<file path="config.mk">
export PLATFORM = sky130hd
export DESIGN_NAME = kgp_fetch_stage
export DESIGN_NICKNAME = d
export VERILOG_FILES = /design/src/rtl/kgp_pkg.sv /design/src/rtl/kgp_fetch_holdbuf.sv /design/src/rtl/kgp_fetch_stage.sv
export SDC_FILE = /design/constraint.sdc
export NUM_CORES = 1
export LEC_CHECK = 0
export ABC_AREA = 1
export BUFFER_PORTS_ARGS = -buffer_cell sky130_fd_sc_hd__buf_4
export CORE_UTILIZATION = 40
export CTS_BUF_LIST = sky130_fd_sc_hd__clkbuf_8
export DETAILED_ROUTE_END_ITERATION = 8
export GPL_TIMING_DRIVEN = 1
export SLEW_MARGIN = 15
export SYNTH_ARGS = -nofsm -noshare
export SYNTH_HDL_FRONTEND = slang
export SYNTH_SLANG_ARGS = --single-unit
</file>
<file path="constraint.sdc">
create_clock -name clk -period 1.6 [get_ports clk]
set_input_delay 0.24 -clock clk [delete_from_list [all_inputs] [get_ports clk]]
set_output_delay 0.24 -clock clk [all_outputs]
set_load 0.03 [all_outputs]
</file>
<file path="src/rtl/kgp_pkg.sv">
// Shared KGP-RISC definitions: fetch FSM states and the IF/ID pipeline register
// layout, which the decode stage reuses.
package kgp_pkg;

    localparam int unsigned         KGP_XLEN = 32;
    localparam logic [KGP_XLEN-1:0] KGP_NOP  = 32'h0000_0000;

    typedef enum logic [1:0] {
        IDLE = 2'd0,
        WAIT = 2'd1,
        DROP = 2'd2
    } kgp_fetch_state_e;

    typedef struct packed {
        logic [KGP_XLEN-1:0] instr;
        logic [KGP_XLEN-1:0] pc;
        logic                valid;
    } kgp_ifid_t;

endpackage

</file>
<file path="src/rtl/kgp_fetch_holdbuf.sv">
// One-entry skid buffer that parks a fetched word while decode is stalled.
// Clear outranks load, load outranks drain.
module kgp_fetch_holdbuf
    import kgp_pkg::*;
(
    input  logic      clk,
    input  logic      rst_n,
    input  logic      load_i,
    input  logic      drain_i,
    input  logic      clear_i,
    input  kgp_ifid_t data_i,
    output logic      full_o,
    output kgp_ifid_t data_o
);

    logic      full_q;
    kgp_ifid_t data_q;

    // NOTE: the payload is reset as well as the flag, so a drain can never present X to IF/ID.
    always_ff @(posedge clk or negedge rst_n) begin
        if (!rst_n) begin
            full_q <= 1'b0;
            data_q <= '0;
        end else if (clear_i) begin
            full_q <= 1'b0;
        end else if (load_i) begin
            full_q <= 1'b1;
            data_q <= data_i;
        end else if (drain_i) begin
            full_q <= 1'b0;
        end
    end

    assign full_o = full_q;
    assign data_o = data_q;

endmodule

</file>
<file path="src/rtl/kgp_fetch_stage.sv">
// KGP-RISC instruction fetch: PC, single-outstanding imem reads, IF/ID register.
// Optional performance counters are enabled by defining KGP_FETCH_PERF_EN.
module kgp_fetch_stage
    import kgp_pkg::*;
#(
    parameter logic [KGP_XLEN-1:0] RESET_PC = 32'h0000_0000,
    parameter int unsigned         PC_STEP  = 4
) (
    input  logic                clk,
    input  logic                reset,
    input  logic                stall,
    input  logic                pcsrc,
    input  logic [KGP_XLEN-1:0] target,
    output logic                imem_req,
    output logic [KGP_XLEN-1:0] imem_addr,
    input  logic                imem_gnt,
    input  logic                imem_rvalid,
    input  logic [KGP_XLEN-1:0] imem_rdata,
    output logic [KGP_XLEN-1:0] ifid_instr,
    output logic [KGP_XLEN-1:0] ifid_pc,
    output logic                ifid_valid
`ifdef KGP_FETCH_PERF_EN
    ,
    output logic [KGP_XLEN-1:0] perf_fetched,
    output logic [KGP_XLEN-1:0] perf_squashed
`endif
);

    kgp_fetch_state_e    state_q, state_d;
    logic [KGP_XLEN-1:0] pc_q, pc_d;
    logic [KGP_XLEN-1:0] addr_q, addr_d;
    logic                run_q;
    kgp_ifid_t           ifid_q, ifid_d;
    kgp_ifid_t           buf_d, buf_q;
    logic                buf_full, buf_load, buf_drain, buf_clear;
    logic                granted, deliver;
    logic [KGP_XLEN-1:0] redirect_pc;

    // run_q keeps the request low during reset and raises it one cycle after release.
    assign redirect_pc = {target[KGP_XLEN-1:2], 2'b00};
    assign imem_req    = run_q && (state_q == IDLE) && !buf_full;
    assign imem_addr   = pc_q;
    assign granted     = imem_req && imem_gnt;
    assign deliver     = (state_q == WAIT) && imem_rvalid;
    assign buf_d       = '{instr: imem_rdata, pc: addr_q, valid: 1'b1};

    // NOTE: every always_comb output gets a default before any branch, so no path infers a latch.
    always_comb begin
        state_d   = state_q;
        pc_d      = pc_q;
        addr_d    = addr_q;
        ifid_d    = ifid_q;
        buf_load  = 1'b0;
        buf_drain = 1'b0;
        buf_clear = 1'b0;

        case (state_q)
            IDLE: begin
                if (granted) begin
                    addr_d  = pc_q;
                    pc_d    = pc_q + KGP_XLEN'(PC_STEP);
                    state_d = pcsrc ? DROP : WAIT;
                end
            end
            WAIT: begin
                if (imem_rvalid) state_d = IDLE;
                else if (pcsrc)  state_d = DROP;
            end
            DROP: begin
                if (imem_rvalid) state_d = IDLE;
            end
            default: state_d = IDLE;
        endcase

        if (pcsrc) pc_d = redirect_pc;

        // A redirect beats a stall: the slot and the buffer both hold wrong-path words.
        if (pcsrc) begin
            ifid_d.valid = 1'b0;
            buf_clear    = 1'b1;
        end else if (stall) begin
            buf_load = deliver;
        end else if (buf_full) begin
            ifid_d       = buf_q;
            ifid_d.valid = 1'b1;
            buf_drain    = 1'b1;
        end else if (deliver) begin
            ifid_d = buf_d;
        end else begin
            ifid_d.valid = 1'b0;
        end
    end

    always_ff @(posedge clk or negedge reset) begin
        if (!reset) begin
            state_q <= IDLE;
            pc_q    <= RESET_PC;
            addr_q  <= RESET_PC;
            run_q   <= 1'b0;
            ifid_q  <= '{instr: KGP_NOP, pc: '0, valid: 1'b0};
        end else begin
            state_q <= state_d;
            pc_q    <= pc_d;
            addr_q  <= addr_d;
            run_q   <= 1'b1;
            ifid_q  <= ifid_d;
        end
    end

    kgp_fetch_holdbuf u_holdbuf (
        .clk    (clk),
        .rst_n  (reset),
        .load_i (buf_load),
        .drain_i(buf_drain),
        .clear_i(buf_clear),
        .data_i (buf_d),
        .full_o (buf_full),
        .data_o (buf_q)
    );

    assign ifid_instr = ifid_q.instr;
    assign ifid_pc    = ifid_q.pc;
    assign ifid_valid = ifid_q.valid;

`ifdef KGP_FETCH_PERF_EN
    logic [KGP_XLEN-1:0] perf_fetched_q, perf_squashed_q;
    logic                fetch_inc;
    logic [1:0]          squash_n;

    // A redirect can discard the IF/ID word and a buffered or arriving word together.
    assign fetch_inc = !pcsrc && !stall && (buf_full || deliver);
    assign squash_n  = (pcsrc ? (2'(buf_full) + 2'(ifid_q.valid) + 2'(deliver)) : 2'd0)
                     + 2'((state_q == DROP) && imem_rvalid);

    always_ff @(posedge clk or negedge reset) begin
        if (!reset) begin
            perf_fetched_q  <= '0;
            perf_squashed_q <= '0;
        end else begin
            perf_fetched_q  <= perf_fetched_q + KGP_XLEN'(fetch_inc);
            perf_squashed_q <= perf_squashed_q + KGP_XLEN'(squash_n);
        end
    end

    assign perf_fetched  = perf_fetched_q;
    assign perf_squashed = perf_squashed_q;
`endif

endmodule

</file>
==> results.py, run 1 <==
metrics = {
    "cts": {
        "cts_tree": "done",
        "clk_latency_ns": 0.46,
        "clockRootBuffer": "clkbuf_8",
        "cts_max_level": 4,
        "cts.sinks": 189,
        "clkSlewWorstSetupHoldPaths_ns": 0.10,
        "cts_inserted_buffers": 17,
        "cts_buffer_depth": 2,
    },
    "critical_path": {
        "start_kind": "flop",
        "slowest_delay_ns": 0.41,
        "critical_path_class": "flop to flop",
        "crit_chain": "nor2_2, buf_4, buf_4, nand3_4, nor2_4, buf_6, clkbuf_16, nand3_2, nand3_2",
        "cp_slowest_cell": "dfrtp_1",
        "regToRegSetupSlack_ns": -0.004,
        "cp_data_required_time_ns": 2.00,
        "cp_max_fo": 7,
        "worstSetupEndpointType": "flop",
        "arrival_ns": 2.01,
    },
    "timing": {
        "fin_crit_ns": 1.60,
        "maxSlewViolCount": 0,
        "rsz0062_at_grt": "yes",
        "finalHoldViolCount": 0,
        "holdWs_ns": 0.0239,
        "fmax_ghz": 0.624,
        "finalCritPeriodShare_pct": 100,
        "worst_slack_ns": -0.00379,
        "setup_viol": 2,
        "skew_ns": 0.0145,
        "setup_tns_ns": -0.00482,
    },
    "grt": {
        "track_usage_pct": 20.2,
        "grt_overflow": 0,
        "grt_max_degree": 65,
        "grt_pass1_wl_mm": 35.9,
        "antenna_found_initial": 0,
        "grt_pass1_vias": 7174,
    },
    "floorplanning": {
        "core.rowCount": 53,
        "start_util_pct": 41.4,
        "die_h_um": 150,
        "die-area_mm2": 0.0226,
        "core_mm2": 0.0213,
        "die_x_um": 150,
        "io_pins": 168,
    },
    "synthesis": {
        "yosysSeqAreaShare_pct": 53.7,
        "ys_async_sr_fraction_pct": 100,
        "synth_area_per_cell_um2": 7.66,
        "syn-cell-area_mm2": 0.00881,
        "ys_ff_latch": 189,
        "ys_warn_count": 0,
        "ys_types": 27,
        "synth-edff-count": 0,
        "synthFlopType": "dfrtp_1",
        "syn_inst": 1150,
    },
    "drt": {
        "ant_nets": 0,
        "drc": 0,
        "num_vias": 7751,
        "firstDrtPassIters": 5,
        "routed_wl_mm": 23.2,
        "routed_via_density": 4.76,
        "drt_iter0_drc": 383,
        "wl_per_cell_um": 14.2,
    },
    "cells_and_area": {
        "syn_to_final_growth_pct": 32.4,
        "final_cells": 1627,
        "nets": 1410,
        "fin_util_pct": 54.8,
        "diodes": 0,
        "drive_gt1_share_pct": 22.8,
    },
    "outcome": {
        "status": "complete, but fails checks",
        "violations": "negative setup slack",
    },
    "power_and_ir_drop": {
        "power_density_mw_per_mm2": 1500,
        "ir_worst_vdd_mv": 0.554,
        "leakagePower_nw": 5.98,
    },
    "placed_design": {
        "placedCellCount": 1561,
        "gp_congestion": 0.926,
        "post-dp-hpwl_mm": 15.1,
        "io_buffers": 161,
    },
    "job": {
        "maxCapViolCount": 0,
    },
    "hold_path": {
        "hold_path.class": "input port to flop",
    },
}
-- synthesized netlist by cell type (2+ instances only) --
library cell | count | area, um^2
and2_1 | 2 | 12.5
buf_2 | 23 | 115
buf_4 | 11 | 82.6
clkbuf_1 | 22 | 82.6
conb_1 | 2 | 7.51
dfrtp_1 | 189 | 4730
inv_1 | 117 | 439
inv_2 | 3 | 11.3
nand2_1 | 489 | 1840
nand3_1 | 47 | 235
nand3_2 | 2 | 20.0
nor2_1 | 40 | 150
nor2_2 | 7 | 43.8
o211ai_1 | 6 | 45.0
o21ai_0 | 161 | 806
o21ai_1 | 14 | 70.1
o21bai_1 | 2 | 15.0
xor2_1 | 4 | 35.0
-- layer usage --
metal / track usage, % / part of all wire (%)
met3: 3.27 / 5.8
met1: 29.2 / 48
met2: 31.5 / 46
met5: 0 / 0
met4: 4.80 / 1.1
-- logic make-up after synthesis --
kind of cell,synth area share [%]
AO/OA/AOI/OAI,10.9
XOR/XNOR,0.497
adder cells (fa/ha/maj),0.142
other,0.0852
flip-flops,53.7
buffers and inverters,8.46
AND/OR/NAND/NOR,26.3
-- registers in the layout, summed over array words and instances (netlist names) --
| register | count |
|---|---|
| u_holdbuf.data_o | 62 |
| state_q | 2 |
| ifid_valid | 1 |
| addr_q | 30 |
| imem_addr | 30 |
| ifid_instr | 32 |
| ifid_pc | 30 |
| run_q | 1 |
| u_holdbuf.full_o | 1 |
-- layout by cell type, fill, tap and decap left out, types with 6 or more instances in the layout --
master,count
inv_1,118
dlygate4sd3_1,10
o211ai_1,6
buf_6,9
nor2_4,9
buf_12,13
clkbuf_8,18
o21ai_1,17
dfrtp_1,186
nor2_2,6
nor2_1,33
clkbuf_16,7
buf_4,183
nand3_2,22
nand2_2,8
nand3_1,23
nand2_1,477
o21ai_0,158
-- what timing repair did --
action	in CTS	in global routing
hold buffers	10	0
cloned	1	9
buffers inserted	8	7
endpoints found under the setup margin	1	98
pin swaps	4	36
endpoints found under the hold margin	50	0
resized for setup	11	67
-- area by class of cell --
class                      instances  area [um^2]
clock inverter                    15          196
clock buffer                      17          234
multi-input combinational        786         3620
inverter                         120          455
tap                              275          344
sequential                       189         4740
fill                            2058         9630
timing repair buffer             225         2070
-- worst max-delay path: cells and delay by family, from the launching register on --
family	cells	cell delay, ns
buffers and inverters	4	0.54
and+or+nand+nor	5	0.60
DFF	1	0.41
-- path summary, 6_finish.rpt --
path	startpoint	end	depth (start not counted)
max	state_q[0]$_DFFE_PN0P_	imem_addr[16]$_DFFE_PN0P_	9
min	target[6]	imem_addr[6]$_DFFE_PN0P_	3
max reg2reg	state_q[0]$_DFFE_PN0P_	imem_addr[16]$_DFFE_PN0P_	9
min reg2reg	ifid_instr[24]$_DFFE_PN0P_	ifid_instr[24]$_DFFE_PN0P_	2
max in group asynchronous	reset	imem_addr[5]$_DFFE_PN0P_	3
min in group asynchronous	reset	u_holdbuf.data_o[55]$_DFFE_PN0P_	2
-- stage by stage --
step | total power [mW] | instance area (um^2) | worst slack (ns)
after floorplan | 11.3 | 8820 | 0.0801
after global placement | 13.7 | 10500 | 0.0250
after detailed placement | 13.9 | 10500 | 0.0234
after CTS | 17.4 | 11100 | -0.00564
after global routing | 18.8 | 11700 | -0.0771
final | 17.5 | 11700 | -0.00379
-- where the power goes --
part / switching (mW) / internal (mW)
combinational: 3.98 / 2.43
clock: 1.73 / 1.71
sequential: 1.11 / 6.56
total: 6.82 / 10.7
Note: power is estimated with default switching activity, not from simulation.
==> run 2, diff against run 1 <==
--- a/config.mk
+++ b/config.mk
@@ -11,6 +11,7 @@
 export CTS_BUF_LIST = sky130_fd_sc_hd__clkbuf_8
 export DETAILED_ROUTE_END_ITERATION = 8
 export GPL_TIMING_DRIVEN = 1
+export MAX_ROUTING_LAYER = met4
 export SLEW_MARGIN = 15
 export SYNTH_ARGS = -nofsm -noshare
 export SYNTH_HDL_FRONTEND = slang
==> run 2 against run 1 <==
The flow now finishes without violations; clock power about the same; fmax increased by 0.89%; register-to-register slack improved by 0.02 ns; sequential share of layout area increased by 0.28 points.
==> results.py, run 2 (same netlist as run 1, synthesis figures left out) <==
metrics = {
    "hold_path": {
        "holdPathEnd": "imem_addr[6]$_DFFE_PN0P_",
        "worstHoldStart": "target[6]",
        "holdPathStages": 3,
        "hold_path.class": "input port to flop",
    },
    "cts": {
        "clockRootBuffer": "clkbuf_8",
        "clkSlewWorstSetupHoldPaths_ns": 0.09,
        "clk_latency_ns": 0.46,
        "cts_buffer_depth": 2,
        "cts_inserted_buffers": 17,
        "cts_max_level": 4,
        "cts.sinks": 189,
        "cts_tree": "done",
    },
    "critical_path": {
        "regToRegSetupSlack_ns": 0.02,
        "r2r-end": "imem_addr[15]$_DFFE_PN0P_",
        "start_kind": "flop",
        "worstSetupEndpointType": "primary output",
        "cp_data_required_time_ns": 1.36,
        "ff2ff_path_depth": 9,
        "reg2reg_from": "state_q[0]$_DFFE_PN0P_",
        "arrival_ns": 1.35,
        "cp_max_fo": 2,
        "critical_path_class": "flop to primary output",
    },
    "cells_and_area": {
        "multiInputGateArea_mm2": 0.00357,
        "final_common_cell": "nand2_1",
        "seq_area_mm2": 0.00474,
        "diodes": 0,
        "drive_gt1_share_pct": 22.0,
        "largest_register_ffs": 62,
        "nets": 1408,
        "fin_util_pct": 54.4,
        "final_cell_mix": "nand2_1 (481), dfrtp_1 (186), buf_4 (184)",
        "nFillCells": 2075,
        "syn_to_final_growth_pct": 31.5,
    },
    "grt": {
        "grt_pass1_wl_mm": 35.9,
        "antenna_found_initial": 0,
        "grt_pass1_vias": 7175,
        "grt_overflow": 0,
        "grt_max_degree": 65,
        "track_usage_pct": 20.8,
    },
    "timing": {
        "rsz0062_at_grt": "yes",
        "finalHoldViolCount": 0,
        "skew_ns": 0.0145,
        "setup_viol": 0,
        "fin_crit_ns": 1.59,
        "holdWs_ns": 0.0236,
        "fmax_ghz": 0.629,
        "setup_tns_ns": 0,
        "maxSlewViolCount": 0,
        "finalCritPeriodShare_pct": 99.4,
        "worst_slack_ns": 0.0103,
    },
    "floorplanning": {
        "die-area_mm2": 0.0226,
        "core_mm2": 0.0213,
        "core.rowCount": 53,
        "io_pins": 168,
        "start_util_pct": 41.4,
        "die_h_um": 150,
        "die_x_um": 150,
    },
    "drt": {
        "firstDrtPassIters": 5,
        "ant_nets": 0,
        "drt_iter0_drc": 365,
        "num_vias": 7731,
        "wl_per_cell_um": 14.1,
        "drc": 0,
        "routed_via_density": 4.76,
        "routed_wl_mm": 23.0,
    },
    "power_and_ir_drop": {
        "total_power_mw": 17.5,
        "power_density_mw_per_mm2": 1510,
        "leakagePower_nw": 5.93,
        "ir_worst_vdd_mv": 0.553,
    },
    "outcome": {
        "status": "completed",
    },
    "placed_design": {
        "pre_cts_ws_ns": 0.0234,
        "gp_congestion": 0.942,
        "io_buffers": 161,
        "post-dp-hpwl_mm": 15.1,
    },
    "job": {
        "maxCapViolCount": 0,
    },
}
[run 2: metrics by stage]
step           instance area (um^2)  cells
3_3_place_gp                  10500   1561
5_1_grt                       11600   1625
2_1_floorplan                  8820   1153
4_1_cts                       11100   1611
3_5_place_dp                  10500   1561
6_report                      11600   1625
[run 2: layout make-up]
type / instances / share of cell area, %
clock buffer: 17 / 2.02
multi-input combinational: 786 / 30.8
sequential: 189 / 40.9
inverter: 120 / 3.93
clock inverter: 15 / 1.70
tap: 275 / 2.97
timing repair buffer: 223 / 17.7
[run 2: where the power goes]
group,switching [mW],internal [mW],total (mW),leakage [nW]
Combinational,3.95,2.41,6.36,3.25
Sequential,1.10,6.56,7.66,2.46
Clock,1.73,1.71,3.43,0.225
[run 2: repair_timing]
item / CTS / global route
endpoints found under the hold margin: 50 / 0
setup endpoints to repair: 1 / 98
pin swaps: 4 / 14
resized for setup: 11 / 54
gates cloned: 1 / 9
setup buffers: 8 / 5
hold buffers: 10 / 0
[run 2: metal layers]
layer	track usage, %	part of all wire (%)	up-vias
li1	-	-	3936
met1	29.2	48	3556
met2	31.6	45	218
met3	3.15	5.8	21
met4	4.80	1.1	0
met5	-	0	-
[run 2: how the worst max path moves through the flow]
| stage | startpoint | to |
|---|---|---|
| floorplan | imem_addr[3]$_DFFE_PN0P_ | imem_addr[26]$_DFFE_PN0P_ |
| global placement | imem_addr[2]$_DFFE_PN0P_ | imem_addr[30]$_DFFE_PN0P_ |
| detailed placement | imem_addr[2]$_DFFE_PN0P_ | imem_addr[30]$_DFFE_PN0P_ |
| CTS | state_q[0]$_DFFE_PN0P_ | imem_req |
| global route | state_q[0]$_DFFE_PN0P_ | imem_addr[15]$_DFFE_PN0P_ |
| finish | state_q[0]$_DFFE_PN0P_ | imem_req |
[run 2: worst max-delay path, stage by stage (launching register included)]
cell	delay (ns)
dfrtp_1	0.41
nor2_2	0.13
nand2_1	0.09
nor2_2	0.13
buf_6	0.14
==> run 3, diff against run 2 <==
==> constraint.sdc (replaced) <==
create_clock -name clk -period 1.6 [get_ports clk]
set_input_delay 0.32 -clock clk [delete_from_list [all_inputs] [get_ports clk]]
set_output_delay 0.32 -clock clk [all_outputs]
set_load 0.03 [all_outputs]
==> run 3 against run 2 <==
Non-clock buffer count shrank 7; sequential share of layout area grew 0.51 points; setup slack lost 0.095 ns; the run now ends with negative setup slack left; via count shrank 0.56%; critical path depth shrank 1; clock-buffer cell count grew 1; largest power group unchanged; sequential power is essentially flat; routed wire length grew 1.3%.
==> results.py, run 3 (same netlist as run 1, synthesis figures left out) <==
metrics = {
    "cts": {
        "clockRootBuffer": "clkbuf_8",
        "clkSlewWorstSetupHoldPaths_ns": 0.10,
        "clk_latency_ns": 0.47,
        "cts.sinks": 189,
        "cts_max_level": 4,
        "cts_inserted_buffers": 17,
        "cts_buffer_depth": 2,
        "cts_tree": "done",
    },
    "cells_and_area": {
        "final_cell_mix": "nand2_1 (483), dfrtp_1 (185), buf_4 (182)",
        "largest_register_ffs": 62,
        "multiInputGateArea_mm2": 0.00344,
        "diodes": 0,
        "nFillCells": 2053,
        "seq_area_mm2": 0.00474,
        "fin_util_pct": 53.8,
        "syn_to_final_growth_pct": 29.9,
        "final_common_cell": "nand2_1",
        "nets": 1401,
        "final_cells": 1618,
        "final_area_mm2": 0.0114,
        "drive_gt1_share_pct": 20.8,
    },
    "timing": {
        "holdWs_ns": 0.0659,
        "skew_ns": 0.0163,
        "worst_slack_ns": -0.0849,
        "setup_viol": 28,
        "fmax_ghz": 0.593,
        "maxSlewViolCount": 0,
        "finalHoldViolCount": 0,
        "finalCritPeriodShare_pct": 105,
        "rsz0062_at_grt": "yes",
        "fin_crit_ns": 1.68,
    },
    "power_and_ir_drop": {
        "leakagePower_nw": 5.86,
        "power_density_mw_per_mm2": 1510,
        "ir_worst_vdd_mv": 0.576,
    },
    "floorplanning": {
        "start_util_pct": 41.4,
        "io_pins": 168,
        "core.rowCount": 53,
        "die_h_um": 150,
        "core_mm2": 0.0213,
        "die_x_um": 150,
        "die-area_mm2": 0.0226,
    },
    "critical_path": {
        "cp_data_required_time_ns": 1.28,
        "arrival_ns": 1.36,
        "critical_path_class": "flop to primary output",
        "start_kind": "flop",
        "worstSetupEndpointType": "primary output",
        "cp_max_fo": 3,
    },
    "grt": {
        "track_usage_pct": 20.7,
        "antenna_found_initial": 0,
        "grt_max_degree": 65,
        "grt_pass1_vias": 7099,
        "grt_pass1_wl_mm": 35.6,
        "grt_overflow": 0,
    },
    "placed_design": {
        "io_buffers": 161,
        "gp_congestion": 0.909,
        "dpl_cell_area_mm2": 0.0104,
        "post-dp-hpwl_mm": 14.8,
        "placedCellCount": 1560,
        "pre_cts_ws_ns": 0.0205,
    },
    "drt": {
        "drc": 0,
        "wl_per_cell_um": 14.4,
        "routed_via_density": 4.75,
        "num_vias": 7688,
        "drt_iter0_drc": 354,
        "ant_nets": 0,
        "routed_wl_mm": 23.2,
        "firstDrtPassIters": 4,
    },
    "outcome": {
        "status": "complete, but fails checks",
        "violations": "negative setup slack",
    },
    "hold_path": {
        "hold_path.class": "input port to flop",
    },
    "job": {
        "maxCapViolCount": 0,
    },
}
[run 3: metal layers]
| layer | track usage (%) | up-vias | wire, um |
|---|---|---|---|
| met5 | - | - | 0 |
| met4 | 6.06 | 0 | 345 |
| met3 | 3.24 | 29 | 1300 |
| met2 | 30.0 | 217 | 10400 |
| met1 | 29.8 | 3521 | 11200 |
| li1 | - | 3921 | - |
[run 3: report_power, final]
part / switching [mW] / leakage (nW) / internal (mW)
clock: 1.75 / 0.202 / 1.59
sequential: 1.11 / 2.46 / 6.56
combinational: 3.91 / 3.19 / 2.40
total: 6.76 / 5.86 / 10.5
[run 3: metrics by stage]
step / total power, mW / setup TNS [ns]
5_1_grt: 18.5 / -6.41
3_3_place_gp: 13.7 / 0
4_1_cts: 17.3 / -0.0868
2_1_floorplan: 11.3 / 0
3_5_place_dp: 13.9 / 0
6_report: 17.3 / -0.281
[run 3: cell type report]
type | instances | area share [%]
timing repair buffer | 216 | 17.9
multi-input combinational | 786 | 30.1
sequential | 189 | 41.4
clock inverter | 14 | 1.48
clock buffer | 18 | 2.17
tap | 275 | 3.01
inverter | 120 | 4.00
[run 3: critical path, cell delays in order (launching register included)]
cell     delay, ns
dfrtp_4       0.51
buf_12        0.14
nor2_4        0.12
buf_6         0.14
[run 3: worst paths after layout]
kind,startpoint,endpoint,slack (ns),depth (start not counted)
min in group asynchronous,reset,ifid_instr[26]$_DFFE_PN0P_,0.37,2
worst max register to register,u_holdbuf.full_o$_DFFE_PN0P_,ifid_instr[10]$_DFFE_PN0P_,-0.02,9
max in group asynchronous,reset,u_holdbuf.data_o[44]$_DFFE_PN0P_,0.59,3
worst max-delay path,u_holdbuf.full_o$_DFFE_PN0P_,imem_req,-0.08,3
worst min-delay path,target[13],imem_addr[13]$_DFFE_PN0P_,0.07,3
worst min register to register,ifid_pc[16]$_DFFE_PN0P_,ifid_pc[16]$_DFFE_PN0P_,0.48,2
[run 3: repair_timing]
action	in CTS	in global routing
hold buffers	1	0
gates cloned	2	12
setup buffers	8	4
endpoints found under the setup margin	4	134
gates resized for setup	15	35
pin swaps	4	5
hold endpoints to repair	42	0
